**src/rtl/fetcher_if.sv**
```systemverilog
// Fetch-stage bus: back-pressure and redirect from the ROB side, instruction-memory
// request/response, and the issue port toward decode.
interface fetcher_if;
    logic        in_rob_full;
    logic        in_rs_full;
    logic        in_slb_full;
    logic        in_rob_misbranch;
    logic [31:0] in_rob_newpc;
    logic        out_mem_ce;
    logic [31:0] out_mem_pc;
    logic        in_mem_ce;
    logic [31:0] in_mem_instr;
    logic [31:0] out_decode_instr;
    logic [31:0] out_decode_pc;
    logic        out_decode_jump_ce;
    logic        out_issue_valid;

    modport master (
        input  in_rob_full, in_rs_full, in_slb_full, in_rob_misbranch, in_rob_newpc,
        input  in_mem_ce, in_mem_instr,
        output out_mem_ce, out_mem_pc,
        output out_decode_instr, out_decode_pc, out_decode_jump_ce, out_issue_valid
    );

    modport slave (
        output in_rob_full, in_rs_full, in_slb_full, in_rob_misbranch, in_rob_newpc,
        output in_mem_ce, in_mem_instr,
        input  out_mem_ce, out_mem_pc,
        input  out_decode_instr, out_decode_pc, out_decode_jump_ce, out_issue_valid
    );
endinterface

```
**src/rtl/fetcher.sv**
```systemverilog
// Instruction fetch: direct-mapped one-word-line I-cache, miss handling toward memory,
// static branch prediction (JAL and backward branches taken) and ROB redirects.
module fetcher #(
    parameter int          ICACHE_INDEX_BITS = 5,
    parameter logic [31:0] RESET_PC          = 32'h0
) (
    input logic       clk,
    input logic       rst,
    input logic       rdy,
    fetcher_if.master bus
);
    localparam int LINES = 1 << ICACHE_INDEX_BITS;
    localparam int TAG_W = 32 - ICACHE_INDEX_BITS - 2;

    typedef enum logic {IDLE, WAIT_MEM} state_t;

    state_t                 state_q, state_d;
    logic [31:0]            pc_q, pc_d;
    logic [LINES-1:0]       valid_q, valid_d;
    logic [TAG_W-1:0]       tag_mem [LINES];
    logic [31:0]            data_mem [LINES];

    logic                   mem_ce_q, mem_ce_d;
    logic [31:0]            mem_pc_q, mem_pc_d;
    logic [31:0]            dec_instr_q, dec_instr_d;
    logic [31:0]            dec_pc_q, dec_pc_d;
    logic                   jump_q, jump_d;
    logic                   issue_q, issue_d;

    logic [ICACHE_INDEX_BITS-1:0] idx, fill_idx;
    logic                   hit, stall, fill_en, take;
    logic [31:0]            word, pred_pc;
    logic signed [31:0]     imm_j, imm_b;

    always_comb begin
        idx      = pc_q[ICACHE_INDEX_BITS+1:2];
        fill_idx = mem_pc_q[ICACHE_INDEX_BITS+1:2];
        word     = data_mem[idx];
        hit      = valid_q[idx] && (tag_mem[idx] == pc_q[31:ICACHE_INDEX_BITS+2]);
        stall    = bus.in_rob_full | bus.in_rs_full | bus.in_slb_full;
        // A fill is only accepted while a request is actually outstanding.
        fill_en  = (state_q == WAIT_MEM) && bus.in_mem_ce;

        imm_j = {{11{word[31]}}, word[31], word[19:12], word[20], word[30:21], 1'b0};
        imm_b = {{19{word[31]}}, word[31], word[7], word[30:25], word[11:8], 1'b0};
        take    = 1'b0;
        pred_pc = pc_q + 32'd4;
        if (word[6:0] == 7'b1101111) begin
            take    = 1'b1;
            pred_pc = pc_q + $unsigned(imm_j);
        end else if (word[6:0] == 7'b1100011 && word[31]) begin
            take    = 1'b1;
            pred_pc = pc_q + $unsigned(imm_b);
        end

        state_d     = state_q;
        pc_d        = pc_q;
        valid_d     = valid_q;
        mem_ce_d    = mem_ce_q;
        mem_pc_d    = mem_pc_q;
        dec_instr_d = 32'h0;
        dec_pc_d    = dec_pc_q;
        jump_d      = 1'b0;
        issue_d     = 1'b0;

        if (fill_en) valid_d[fill_idx] = 1'b1;

        if (bus.in_rob_misbranch) begin
            pc_d     = bus.in_rob_newpc;
            state_d  = IDLE;
            mem_ce_d = 1'b0;
        end else begin
            case (state_q)
                IDLE: begin
                    if (!stall) begin
                        if (hit) begin
                            issue_d     = 1'b1;
                            dec_instr_d = word;
                            dec_pc_d    = pc_q;
                            jump_d      = take;
                            pc_d        = pred_pc;
                        end else begin
                            mem_ce_d = 1'b1;
                            mem_pc_d = pc_q;
                            state_d  = WAIT_MEM;
                        end
                    end
                end
                WAIT_MEM: begin
                    if (bus.in_mem_ce) begin
                        mem_ce_d = 1'b0;
                        state_d  = IDLE;
                    end
                end
                default: state_d = IDLE;
            endcase
        end
    end

    always_ff @(posedge clk) begin
        if (rst) begin
            state_q     <= IDLE;
            pc_q        <= RESET_PC;
            valid_q     <= '0;
            mem_ce_q    <= 1'b0;
            mem_pc_q    <= 32'h0;
            dec_instr_q <= 32'h0;
            dec_pc_q    <= 32'h0;
            jump_q      <= 1'b0;
            issue_q     <= 1'b0;
        end else if (rdy) begin
            state_q     <= state_d;
            pc_q        <= pc_d;
            valid_q     <= valid_d;
            mem_ce_q    <= mem_ce_d;
            mem_pc_q    <= mem_pc_d;
            dec_instr_q <= dec_instr_d;
            dec_pc_q    <= dec_pc_d;
            jump_q      <= jump_d;
            issue_q     <= issue_d;
        end
    end

    // Tag/data arrays carry no reset; the valid bits alone qualify them.
    always_ff @(posedge clk) begin
        if (!rst && rdy && fill_en) begin
            tag_mem[fill_idx]  <= mem_pc_q[31:ICACHE_INDEX_BITS+2];
            data_mem[fill_idx] <= bus.in_mem_instr;
        end
    end

    assign bus.out_mem_ce         = mem_ce_q;
    assign bus.out_mem_pc         = mem_pc_q;
    assign bus.out_decode_instr   = dec_instr_q;
    assign bus.out_decode_pc      = dec_pc_q;
    assign bus.out_decode_jump_ce = jump_q;
    assign bus.out_issue_valid    = issue_q;
endmodule

```
**src/flat_wrapper.sv**
```systemverilog
// flat-port wrapper written by rule: the top's interface ports become plain ports
module fetcher_flat 
#(
    parameter int          ICACHE_INDEX_BITS = 5,
    parameter logic [31:0] RESET_PC          = 32'h0
)
  (clk, rst, rdy, bus_in_rob_full, bus_in_rs_full, bus_in_slb_full, bus_in_rob_misbranch, bus_in_rob_newpc, bus_in_mem_ce, bus_in_mem_instr, bus_out_mem_ce, bus_out_mem_pc, bus_out_decode_instr, bus_out_decode_pc, bus_out_decode_jump_ce, bus_out_issue_valid);
  fetcher_if bus_i ();
  input logic clk;
  input logic rst;
  input logic rdy;
  input wire logic [$bits(bus_i.in_rob_full)-1:0] bus_in_rob_full;
  input wire logic [$bits(bus_i.in_rs_full)-1:0] bus_in_rs_full;
  input wire logic [$bits(bus_i.in_slb_full)-1:0] bus_in_slb_full;
  input wire logic [$bits(bus_i.in_rob_misbranch)-1:0] bus_in_rob_misbranch;
  input wire logic [$bits(bus_i.in_rob_newpc)-1:0] bus_in_rob_newpc;
  input wire logic [$bits(bus_i.in_mem_ce)-1:0] bus_in_mem_ce;
  input wire logic [$bits(bus_i.in_mem_instr)-1:0] bus_in_mem_instr;
  output wire logic [$bits(bus_i.out_mem_ce)-1:0] bus_out_mem_ce;
  output wire logic [$bits(bus_i.out_mem_pc)-1:0] bus_out_mem_pc;
  output wire logic [$bits(bus_i.out_decode_instr)-1:0] bus_out_decode_instr;
  output wire logic [$bits(bus_i.out_decode_pc)-1:0] bus_out_decode_pc;
  output wire logic [$bits(bus_i.out_decode_jump_ce)-1:0] bus_out_decode_jump_ce;
  output wire logic [$bits(bus_i.out_issue_valid)-1:0] bus_out_issue_valid;
  assign bus_i.in_rob_full = bus_in_rob_full;
  assign bus_i.in_rs_full = bus_in_rs_full;
  assign bus_i.in_slb_full = bus_in_slb_full;
  assign bus_i.in_rob_misbranch = bus_in_rob_misbranch;
  assign bus_i.in_rob_newpc = bus_in_rob_newpc;
  assign bus_i.in_mem_ce = bus_in_mem_ce;
  assign bus_i.in_mem_instr = bus_in_mem_instr;
  assign bus_out_mem_ce = bus_i.out_mem_ce;
  assign bus_out_mem_pc = bus_i.out_mem_pc;
  assign bus_out_decode_instr = bus_i.out_decode_instr;
  assign bus_out_decode_pc = bus_i.out_decode_pc;
  assign bus_out_decode_jump_ce = bus_i.out_decode_jump_ce;
  assign bus_out_issue_valid = bus_i.out_issue_valid;
  fetcher #(.ICACHE_INDEX_BITS(ICACHE_INDEX_BITS), .RESET_PC(RESET_PC)) u_core (.clk(clk), .rst(rst), .rdy(rdy), .bus(bus_i));
endmodule
```
**config.mk**
```make
export PLATFORM = sky130hd
export DESIGN_NAME = fetcher_flat
export DESIGN_NICKNAME = d
export VERILOG_FILES = /design/src/rtl/fetcher_if.sv /design/src/rtl/fetcher.sv /design/src/flat_wrapper.sv
export SDC_FILE = /design/constraint.sdc
export NUM_CORES = 2
export LEC_CHECK = 0
export BUFFER_PORTS_ARGS = -buffer_cell sky130_fd_sc_hd__buf_2
export CAP_MARGIN = 20
export CORE_UTILIZATION = 50
export CTS_CLUSTER_SIZE = 40
export DETAILED_ROUTE_END_ITERATION = 10
export PLACE_DENSITY = 0.66
export SYNTH_ARGS = -nofsm -noshare
export SYNTH_HDL_FRONTEND = slang
export SYNTH_SLANG_ARGS = --single-unit
```
**constraint.sdc**
```tcl
create_clock -name clk -period 8.6 [get_ports clk]
set_input_delay 1.29 -clock clk [delete_from_list [all_inputs] [get_ports clk]]
set_output_delay 1.29 -clock clk [all_outputs]
set_load 0.02 [all_outputs]
```
==> flow_metrics.tcl <==
set metrics [dict create \
    intPower_w 0.0157 \
    grt-ovfl-total 0 \
    r2r_cells 16 \
    antenna_left 0 \
    period_needed_ps 6080 \
    cts_tree "built" \
    die_h_um 404 \
    dpl.cell_count 6615 \
    wl_per_cell_um 32.4 \
    rrSetupSlack_ps 2520 \
    drc 0 \
    synth_cell_types 81 \
    antenna_found_initial 14 \
    instances_no_fill 6990 \
    r2r_end "u_core.pc_q[26]$_SDFFE_PP0P_" \
    synth_nets 4545 \
    synth.top_cell.area_share 0.679 \
    drtPass1Iterations 5 \
    cts_setup_buffers 0 \
    drive_gt1_frac 0.242 \
    fmax_mhz 165 \
    drt_wl_total_um 226000 \
    combPwrFrac 0.062 \
    crit_path_end_kind "flip-flop" \
    hold_depth 1 \
    power_density_nw_per_um2 223 \
    critical_path_class "reg -> reg" \
    holdCritStartpoint "u_core.valid_q[1]$_SDFFE_PP0P_" \
    dp_slack_ps 2580 \
    initial_core_util 0.503 \
    worst_hold_slack_ps 451 \
    async_flop_share 0 \
    synth_top_cell_by_area "edfxtp_1" \
    fin_crit_sh 0.707 \
    cts_sinks 1993 \
    fin_ws_ps 2520 \
    htreeDepth 4 \
    synth_edf_count 1824 \
    ir_drop_mv 0.219 \
    maxSlewViolCount 0 \
    cpPeakStageDelay_ps 770 \
    critPathRequiredTime_ps 9330 \
    io_buffers 170 \
    ys.flop_type "edfxtp_1" \
    syn2layout_area_growth_pct 12.9 \
    track_usage 0.277 \
    place_congestion 0.948 \
    yosys_register_bits 1993 \
    cts-resized-gates 0 \
    utilization 0.568 \
    seq_power_share 0.520 \
    postSynthAreaPerCell_um2 18.2 \
    insertion_delay_ps 830 \
    dp_hpwl_um 129000 \
    ios 171 \
    num_vias 45300 \
    setup_tns_ps 0 \
    start_kind "flip-flop" \
    final_nets 4776 \
    crit_path_top_delay_cell "dfxtp_4" \
    path_clk_slew_ps 60 \
    rsz0062_at_grt "false" \
    syn-cell-area_um2 80700 \
    switching_power_w 0.00457 \
    power_frac_clock 0.417 \
    cts_buffer_depth 3 \
    syn_inst 4427 \
    mostFrequentLayoutCells "edfxtp_1, mux4_2, nand2_1" \
    row_count 147 \
    layout_commonest_cell "edfxtp_1" \
    hold_violations 0 \
    yosysSeqAreaShare 0.721 \
    synth_area_leaders "edfxtp_1, mux4_2, dfxtp_1, mux2i_1, nand2_1" \
    clock_skew_ps 75.0 \
    run_status "complete, no violations" \
    cts-buffers-inserted 196 \
    grt_pass1_vias 43600 \
    p_sw_frac 0.225 \
    min_path_type "reg -> reg" \
    setup_viol 0 \
    critPathMaxFanout 30 \
    drt_iter0_drc 6139 \
    cts_root_buf "clkbuf_16" \
    yosysWarnings 0 \
    hold_end "u_core.valid_q[1]$_SDFFE_PP0P_" \
    slew_headroom 0.184 \
    die_area_um2 163000 \
    viasPerCell 6.49 \
    fillers 12000 \
    coreArea_um2 160000 \
    ctsHoldBuffers 0 \
    grt_pass1_wl_um 320000 \
    die_width_um 404 \
    path_cells "buf_4, buf_4, mux4_2, mux4_2, nand2_1, nand2_1, ha_1, and4_1, a211o_1, o2111ai_1, a21oi_1, a21oi_1, o21a_1, a221oi_1, o211ai_1, a311oi_1" \
    maxCapViolations 0 \
    grt_start_max_net_pins 136 \
    worstMarginPinSlew_ps 1220 \
    p_leak_nw 28.7 \
    arrival_ps 6810 \
]
## state kept, by name, indices dropped and copies added (netlist names), named ones only
name,flops
u_core.bus.out_mem_ce,1
u_core.state_q,1
u_core.bus.out_decode_instr,32
u_core.pc_q,32
u_core.data_mem,1024
u_core.bus.out_issue_valid,1
u_core.bus.out_decode_pc,32
u_core.bus.out_mem_pc,32
u_core.tag_mem,800
u_core.valid_q,32
u_core.bus.out_decode_jump_ce,1
## how the worst max path moves through the flow
stage	end	cells past startpoint
CTS	u_core.pc_q[26]$_SDFFE_PP0P_	16
global route	u_core.pc_q[26]$_SDFFE_PP0P_	16
global placement	u_core.pc_q[20]$_SDFFE_PP0P_	15
detailed placement	u_core.pc_q[26]$_SDFFE_PP0P_	16
floorplan	u_core.pc_q[20]$_SDFFE_PP0P_	22
finish	u_core.pc_q[26]$_SDFFE_PP0P_	16
## cell families (layout without fill, tap and decap cells)
| group | after synthesis | in the layout | share of synthesized area |
|---|---|---|---|
| XOR/XNOR | 62 | 62 | 0.00673 |
| AND/OR/NAND/NOR | 678 | 678 | 0.0413 |
| adder cells (fa/ha/maj) | 46 | 46 | 0.00732 |
| buffers and inverters | 321 | 722 | 0.0182 |
| flip-flops | 1993 | 1993 | 0.721 |
| multiplexers | 640 | 640 | 0.148 |
| other | 0 | 2 | 0 |
| AO/OA/AOI/OAI | 687 | 687 | 0.0574 |
## layer usage
| layer | global-route usage | wire [um] | up-vias |
|---|---|---|---|
| met4 | 0.0867 | 7090 | 12 |
| li1 | - | - | 18600 |
| met2 | 0.437 | 108000 | 2489 |
| met1 | 0.394 | 90600 | 23800 |
| met3 | 0.0495 | 20600 | 384 |
| met5 | 0 | 69 | - |
## cells in the mapped netlist (all sizes together) (14+ instances only)
library cell	n
nand4	27
o22ai	22
a21oi	155
a22oi	80
xnor2	35
a211oi	41
o2111ai	15
nand3	151
nand2	211
and4	15
nand2b	21
mux4	439
mux2	32
edfxtp	1824
nor2	108
dfxtp	169
nor4	17
a31oi	30
and3	22
nor3b	14
a21o	52
clkbuf	151
nor3	28
inv	34
ha	44
o211ai	18
mux2i	169
xor2	27
a221oi	18
buf	133
a22o	17
o21ai	123
## stage by stage
| stage | total power (W) | cell area (um2) |
|---|---|---|
| 2_1_floorplan | 0.0116 | 80700 |
| 3_3_place_gp | 0.0120 | 84500 |
| 3_5_place_dp | 0.0120 | 84500 |
| 4_1_cts | 0.0204 | 91000 |
| 5_1_grt | 0.0208 | 91100 |
| 6_report | 0.0203 | 91100 |
## power by group through the flow
stage               Clock (W)  Sequential [W]  Combinational [W]
floorplan                   0          0.0107           0.000846
global placement            0          0.0108            0.00124
detailed placement          0          0.0108            0.00124
CTS                   0.00856          0.0106            0.00125
global route          0.00895          0.0106            0.00134
finish                0.00847          0.0106            0.00126
## critical path: cells and delay by family, from the launching register on
family / cells / cell delay (ps)
flops: 1 / 770
simple gates: 3 / 520
fa+ha+maj: 1 / 480
compound gates: 8 / 2140
mux: 2 / 1050
buf+inv: 2 / 1020
## area by class of cell
type                            count  area, um2  area share
Clock inverter                    128       1190      0.0131
Clock buffer                      240       5230      0.0574
Multi-Input combinational cell   2113      21300       0.234
Timing Repair Buffer              317       2340      0.0257
Inverter                           37        141     0.00155
Antenna cell                        2       5.00   0.0000549
Tap cell                         2160       2700      0.0297
Sequential cell                  1993      58200       0.639
Note: power is estimated with default switching activity, not from simulation.
